===== config.mk =====
export PLATFORM = sky130hd
export DESIGN_NAME = flit_ibuf
export DESIGN_NICKNAME = d
export VERILOG_FILES = /design/src/rtl/flit_ibuf.sv
export SDC_FILE = /design/constraint.sdc
export NUM_CORES = 1
export LEC_CHECK = 0
export ABC_AREA = 1
export ABC_CLOCK_PERIOD_IN_PS = 5200
export CAP_MARGIN = 25
export CELL_PAD_IN_SITES_DETAIL_PLACEMENT = 0
export CELL_PAD_IN_SITES_GLOBAL_PLACEMENT = 1
export CORE_MARGIN = 2
export CORE_UTILIZATION = 46
export CTS_CLUSTER_SIZE = 16
export DETAILED_ROUTE_END_ITERATION = 7
export PLACE_DENSITY_LB_ADDON = 0.1
export SYNTH_ARGS = -nofsm -noshare
export SYNTH_HDL_FRONTEND = slang
export SYNTH_SLANG_ARGS = --single-unit

===== constraint.sdc =====
create_clock -name clk -period 5.2 [get_ports clk]
set_input_delay 0.78 -clock clk [delete_from_list [all_inputs] [get_ports clk]]
set_output_delay 0.78 -clock clk [all_outputs]
set_load 0.02 [all_outputs]

===== src/rtl/flit_ibuf.sv =====
// Per-port input flit FIFO feeding one mux input, with HEAD..TAIL framing tracked on the pop side.
// Latency 1 cycle; 0 cycles when empty and FLIT_IBUF_BYPASS_EN is defined (flit goes straight through).
// Backpressure: iready drops when count reaches DEPTH; a pop in the same cycle does not reopen it.
module flit_ibuf #(
  parameter int DATAW = 66,
  parameter int VCHW  = 1,
  parameter int DEPTH = 4
) (
  input  logic                   clk,
  input  logic                   rst_,
  input  logic [DATAW-1:0]       idata,
  input  logic                   ivalid,
  input  logic [VCHW-1:0]        ivch,
  output logic                   iready,
  output logic [DATAW-1:0]       odata,
  output logic                   ovalid,
  output logic [VCHW-1:0]        ovch,
  input  logic                   oready,
  output logic                   olock,
  output logic [$clog2(DEPTH):0] count
);

  localparam int PTRW = $clog2(DEPTH);
  localparam int CNTW = PTRW + 1;
  localparam logic [CNTW-1:0] FULL_CNT = CNTW'(DEPTH);

  // Flit type field encodings, carried in idata[DATAW-1:DATAW-2]
  localparam logic [1:0] TYPE_NONE = 2'b00;
  localparam logic [1:0] TYPE_HEAD = 2'b01;
  localparam logic [1:0] TYPE_DATA = 2'b10;
  localparam logic [1:0] TYPE_TAIL = 2'b11;

  typedef enum logic {O_IDLE, O_PKT} ostate_e;

  typedef struct packed {
    logic [VCHW-1:0]  vch;
    logic [DATAW-1:0] dat;
  } entry_t;

  entry_t          mem_q [DEPTH];
  entry_t          mem_d [DEPTH];
  logic [PTRW-1:0] wr_ptr_q, wr_ptr_d;
  logic [PTRW-1:0] rd_ptr_q, rd_ptr_d;
  logic [CNTW-1:0] cnt_q, cnt_d;
  ostate_e         state_q, state_d;

  logic [1:0]       in_type;
  logic [1:0]       out_type;
  logic             push_req;
  logic             empty;
  logic             bypass;
  logic             push;
  logic             pop;
  logic             out_evt;
  entry_t           head;
  logic [DATAW-1:0] o_dat;
  logic [VCHW-1:0]  o_vch;

  // Handshake and output selection
  always_comb begin
    in_type  = idata[DATAW-1 -: 2];
    push_req = ivalid && (in_type != TYPE_NONE);
    empty    = (cnt_q == '0);
    iready   = (cnt_q != FULL_CNT);
`ifdef FLIT_IBUF_BYPASS_EN
    bypass   = empty && push_req && oready;
`else
    bypass   = 1'b0;
`endif
    push     = push_req && iready && !bypass;
    pop      = !empty && oready;
    head     = mem_q[rd_ptr_q];
    o_dat    = '0;
    o_vch    = '0;
    if (bypass) begin
      o_dat = idata;
      o_vch = ivch;
    end else if (!empty) begin
      o_dat = head.dat;
      o_vch = head.vch;
    end
    out_evt  = pop || bypass;
    out_type = o_dat[DATAW-1 -: 2];
  end

  always_comb begin
    mem_d    = mem_q;
    wr_ptr_d = wr_ptr_q;
    rd_ptr_d = rd_ptr_q;
    cnt_d    = cnt_q;
    if (push) begin
      mem_d[wr_ptr_q] = '{vch: ivch, dat: idata};
      wr_ptr_d        = wr_ptr_q + PTRW'(1);
    end
    if (pop) begin
      rd_ptr_d = rd_ptr_q + PTRW'(1);
    end
    case ({push, pop})
      2'b10:   cnt_d = cnt_q + CNTW'(1);
      2'b01:   cnt_d = cnt_q - CNTW'(1);
      default: cnt_d = cnt_q;
    endcase
  end

  // Framing only moves when a flit actually leaves; a HEAD inside a packet keeps the lock
  always_comb begin
    state_d = state_q;
    if (out_evt) begin
      case (state_q)
        O_IDLE:  if (out_type == TYPE_HEAD) state_d = O_PKT;
        O_PKT:   if (out_type == TYPE_TAIL) state_d = O_IDLE;
        default: state_d = O_IDLE;
      endcase
    end
  end

  always_ff @(posedge clk or negedge rst_) begin
    if (!rst_) begin
      for (int i = 0; i < DEPTH; i++) mem_q[i] <= '0;
      wr_ptr_q <= '0;
      rd_ptr_q <= '0;
      cnt_q    <= '0;
      state_q  <= O_IDLE;
    end else begin
      mem_q    <= mem_d;
      wr_ptr_q <= wr_ptr_d;
      rd_ptr_q <= rd_ptr_d;
      cnt_q    <= cnt_d;
      state_q  <= state_d;
    end
  end

  assign odata  = o_dat;
  assign ovch   = o_vch;
  assign ovalid = !empty || bypass;
  assign olock  = (state_q == O_PKT);
  assign count  = cnt_q;

endmodule


==> results.toml, run 1 <==
[placed_design]
post-place-ws_ns = 1.436
dp_hpwl_um = 17990
place_area_sq_mm = 0.01392
place_congestion = 0.7562
io_buffers = 143

[sta]
setup_viol = 0
fin_ws_ns = 0.7847
maxSlewViolCount = 0
slew_headroom_pct = 32.52
tightestPinTransition_ns = 1.012
finalWorstPathRequiredPeriod_ns = 4.415
hold_viol_final = 0
finClkSkew_ns = 0.01087
timing.fmax_mhz = 226.5
min_period_over_period_pct = 84.91
rsz0062_at_grt = "false"
setup_tns_ns = 0

[logic_synthesis]
syn_area_sq_mm = 0.01253
synth_seq_cells = 276
synth_fa_ha_area_share_pct = 0.6589
yosysSeqAreaShare_pct = 55.11
synthMuxAreaShare_pct = 0
synth_top_family_by_area = "compound AO/OA/AOI/OAI gates"
synthXorXnorAreaFrac_pct = 0.2096
synthSimpleGateAreaFrac_pct = 17.51
synth_compound_area_share_pct = 18.80
synth_cell_type_count = 22
syn_area_per_cell_sq_um = 8.333
synth_nets = 1581
yosys_warnings = 0
syn-instance-count = 1504

[cts]
cts_tree = "done"
insertion_delay_ns = 0.55
cts_buffers = 31
cts_resized = 0
clk_root_buffer_cell = "clkbuf_16"
cts_buffer_depth = 3
clkSinkCount = 276
htreeDepth = 1
clk_pin_slew_ns = 0.06
cts_hold_buffers = 0
postCtsSetupBuffers = 0

[floorplanning]
die_y_um = 169.1
die_w_um = 169.1
die_area_sq_mm = 0.02858
row_count = 60
start_util_pct = 46.63
io_pins = 144
core_sq_mm = 0.02688

[cells_and_area]
area_growth_pct = 19.74
drive_gt1_share_pct = 5.504
fin_nets = 1670
fin_util_pct = 55.84
n_antenna_cell = 0
nFillCells = 2554
stdcell_area_sq_mm = 0.01501

[setup_path]
worst_path_max_delay_cell = "dfrtp_4"
critPathCaptureType = "primary output"
crit_chain = "buf_4 > nor2_1 > nor2_1 > o21ai_0 > a21oi_1 > clkdlybuf4s50_1"
worstPathMaxFanout = 77
cp.buffers_inverters = 2
startpoint = "rd_ptr_q[0]"
criticalPathCategory = "flop to primary output"
startpoint_type = "flop"
critPathTopFamily = "buffers and inverters"
cp_data_arrival_time_ns = 3.64
crit_required_ns = 4.42
r2r-start = "rd_ptr_q[0]"
crit_top_cell = "nor2_1"
slowest_delay_ns = 0.88

[status]
status = "finished clean"

[pwr]
power_density_mw_per_mm2 = 723.2
total_power_uw = 10850
ir_worst_vdd_v = 0.0004680
power_leakage_uw = 0.006973

[global_route]
grtUsageTotal_pct = 22.40
grt_max_degree = 129
grt_first_pass_wirelength_um = 52180
antenna_found_initial = 1
grt_overflow_total = 0
grt_pass1_vias = 9911

[detailed_routing]
drtIter0Drc = 872
routedWlPerCell_um = 15.83
drt-pass1-iter-count = 5
vias = 10140
wl_um = 31000
antenna_left = 0
drc = 0
viasPerCell = 5.177

[flow_run]
maxCapViolCount = 0

[hold_path]
min_path_type = "input port to async pin"
per-layer routing:
layer | GRT usage, % | share of wire, % | vias to the layer above
met5 | 0 | 0 | -
met4 | 4.534 | 1.7 | 0
met3 | 3.180 | 4.7 | 38
met2 | 34.78 | 44 | 244
met1 | 33.76 | 50 | 4801
li1 | - | - | 5053
final cells by class:
| class | instances | area, sq um | area share, % |
|---|---|---|---|
| flip-flops and latches | 276 | 6912 | 46.06 |
| multi-input cells | 1043 | 4659 | 31.05 |
| repair buffers | 163 | 1644 | 10.96 |
| clock buffers | 41 | 903.4 | 6.020 |
| well taps | 341 | 426.7 | 2.843 |
| inverters | 78 | 295.3 | 1.968 |
| clock inverters | 16 | 166.4 | 1.109 |
logic make-up after synthesis:
kind of cell / count (synthesis)
adders and majority gates: 6
xor gates and xnor gates: 3
buffers and inverters: 185
DFF: 276
AOI/OAI and AO/OA: 470
and+or+nand+nor: 564
stage by stage:
stage	cells	hold slack, ns
floorplan	1504	0.4478
global placement	1899	0.4601
detailed placement	1900	0.4674
CTS	1957	0.3913
global route	1958	0.4225
finish	1958	0.3721
where the power goes:
group          internal [uW]  leakage (uW)  total (uW)  switching [uW]
Combinational           2020       0.00298        4940            2920
Clock                   1360      0.000530        2230             871
Sequential              3120       0.00347        3680             560
registers in the layout, summed over array words and instances (netlist names), named ones only:
register  cells
mem_q       268
count         3
rd_ptr_q      2
wr_ptr_q      2
placed cells by master, fill, tap and decap left out, drive strengths merged:
cell type and n:
clkinv 9, nor2 267, xnor2 1, clkbuf 41, nand2 287, dfrtp 276
clkdlybuf4s50 142, bufinv 3, ha 5, inv 79, a21oi 68, buf 21
nand3 10, clkinvlp 3, o21ai 401, xor2 2, o21a 1, fa 1
cells in the mapped netlist:
library cell  instances  area share [%]
a21oi_1              68             2.7
xnor2_1               1           0.070
nand2_4               1           0.090
buf_2                27             1.1
inv_1                76             2.3
nand3_1               6            0.24
xor2_1                2            0.14
nand3_4               4            0.56
buf_6                29             2.6
nor2_4                1           0.090
fa_1                  1            0.16
o21ai_0             353              14
ha_1                  5            0.50
o21ai_1              48             1.9
inv_4                 1           0.050
dfrtp_1             276              55
buf_4                 5            0.30
inv_2                 1           0.030
clkbuf_1             46             1.4
nand2_1             286             8.6
o21a_2                1           0.070
nor2_1              266             8.0
final timing paths:
kind                       cells past startpoint          to  slack (ns)
max reg2reg                                    6        flop        2.78
max                                            6   odata[34]        0.78
min                                            1  mem_q[155]        0.37
min in group clk                               2   mem_q[12]        0.48
max in group asynchronous                      2  mem_q[238]        3.72
min reg2reg                                    2   mem_q[12]        0.48
No activity file was read; power rests on OpenSTA's default activity.
==> run 2, diff against run 1 <==
--- a/config.mk
+++ b/config.mk
@@ -6,12 +6,12 @@
 export NUM_CORES = 1
 export LEC_CHECK = 0
 export ABC_AREA = 1
-export ABC_CLOCK_PERIOD_IN_PS = 5200
+export ABC_CLOCK_PERIOD_IN_PS = 4400
 export CAP_MARGIN = 25
 export CELL_PAD_IN_SITES_DETAIL_PLACEMENT = 0
 export CELL_PAD_IN_SITES_GLOBAL_PLACEMENT = 1
 export CORE_MARGIN = 2
-export CORE_UTILIZATION = 46
+export CORE_UTILIZATION = 42
 export CTS_CLUSTER_SIZE = 16
 export DETAILED_ROUTE_END_ITERATION = 7
 export PLACE_DENSITY_LB_ADDON = 0.1
==> constraint.sdc (replaced) <==
create_clock -name clk -period 4.4 [get_ports clk]
set_input_delay 0.66 -clock clk [delete_from_list [all_inputs] [get_ports clk]]
set_output_delay 0.66 -clock clk [all_outputs]
set_load 0.02 [all_outputs]
==> results.toml, run 2 (synthesis gave the netlist of run 1 again) <==
[status]
status = "finished clean"

[cts]
cts_buffers = 34
cts_hold_buffers = 0
postCtsSetupBuffers = 0
cts_resized = 0
cts_buffer_depth = 3
clk_root_buffer_cell = "clkbuf_16"
insertion_delay_ns = 0.50
clk_pin_slew_ns = 0.05
htreeDepth = 2
cts_tree = "done"
clkSinkCount = 276

[floorplanning]
die_area_sq_mm = 0.03124
start_util_pct = 42.51
die_y_um = 176.7
core_sq_mm = 0.02948
die_w_um = 176.7
row_count = 63
io_pins = 144

[placed_design]
io_buffers = 143
dp_hpwl_um = 17640
post-place-ws_ns = 1.322
place_congestion = 0.7240

[detailed_routing]
vias = 10100
antenna_left = 0
routedWlPerCell_um = 16.09
wl_um = 32250
drtIter0Drc = 696
drc = 0
drt-pass1-iter-count = 5
viasPerCell = 5.041

[setup_path]
startpoint_type = "flop"
cp_data_arrival_time_ns = 2.94
crit_required_ns = 3.74
critical_path.endpoint = "odata[29]"
startpoint = "rd_ptr_q[0]"
regToRegEndpoint = "mem_q[160]"
worstPathMaxFanout = 58
worstRegToRegCells = 6
critPathCaptureType = "primary output"
r2r-start = "wr_ptr_q[1]"
criticalPathCategory = "flop to primary output"
rrSetupSlack_ns = 2.19

[cells_and_area]
layout.cells.most_common_list = "o21ai_0, nand2_1, dfrtp_1"
n_antenna_cell = 0
largest_register_ffs = 268
largest-register = "mem_q"
multi_input_area_sq_mm = 0.004659
area_growth_pct = 20.87
fin_nets = 1668
drive_gt1_share_pct = 5.019
regArea_sq_mm = 0.006912
final_common_cell = "o21ai_0"
nFillCells = 2870

[pwr]
power_leakage_uw = 0.007005
power_density_mw_per_mm2 = 858.0
ir_worst_vdd_v = 0.0004353
total_power_uw = 13000

[flow_run]
maxCapViolCount = 0

[global_route]
grt_max_degree = 103
grt_first_pass_wirelength_um = 53720
antenna_found_initial = 0
grt_pass1_vias = 10100
grt_overflow_total = 0
grtUsageTotal_pct = 21.42

[sta]
setup_tns_ns = 0
timing.fmax_mhz = 278.0
slew_headroom_pct = 35.35
setup_viol = 0
rsz0062_at_grt = "false"
maxSlewViolCount = 0
finClkSkew_ns = 0.01554
min_period_over_period_pct = 81.75
fin_ws_ns = 0.8029
finalWorstPathRequiredPeriod_ns = 3.597
hold_viol_final = 0
tightestPinTransition_ns = 0.9698

[hold_path]
min_path_type = "input port to async pin"
-- run 2: changes by cell type in the layout (fill, tap and decap cells not counted), sizes merged --
cell,previous run,this run
buf,21,16
clkinvlp,3,1
clkinv,9,3
clkbuf,41,54
bufinv,3,0
-- run 2: where the power goes --
part           switching, uW  internal [uW]
sequential               617           3690
clock                   1050           1710
combinational           3530           2400
-- run 2: worst max-delay path: stages (launching register included) --
cell	delay [ns]
dfrtp_4	0.62
inv_4	0.12
buf_4	0.50
o21ai_0	0.18
a21oi_1	0.33
clkdlybuf4s50_1	0.67
-- run 2: worst min path at each step --
stage               startpoint          to  slack [ns]  cells after the start
floorplan                 rst_   async pin        0.36                      0
global placement     mem_q[40]   mem_q[40]        0.46                      2
detailed placement    mem_q[0]    mem_q[0]        0.47                      2
CTS                       rst_  mem_q[218]        0.23                      1
global route              rst_  mem_q[218]        0.22                      1
finish                    rst_  mem_q[218]        0.16                      1
-- run 2: cell type report --
cell class / count / share of cell area (%)
clock buffers: 54 / 7.260
inverters: 78 / 1.949
clock inverters: 5 / 0.2230
repair buffers: 158 / 10.97
well taps: 390 / 3.221
multi-input cells: 1043 / 30.76
flip-flops and latches: 276 / 45.62
-- run 2: stage by stage --
stage               cell area [sq um]  std cells  hold WS (ns)  utilization, %
global placement                14020       1945        0.4598           47.54
finish                          15150       2004        0.1621           51.39
detailed placement              14020       1945        0.4676           47.54
floorplan                       12530       1504        0.3644               -
CTS                             15150       2004        0.2340           51.39
global route                    15150       2004        0.2242           51.39
-- run 2: layer usage --
metal / vias up / routed length [um] / track usage, %
met5: - / 0 / 0
met4: 0 / 606 / 5.888
met3: 47 / 1517 / 2.878
met2: 221 / 14300 / 33.64
met1: 4799 / 15820 / 31.20
li1: 5036 / - / -
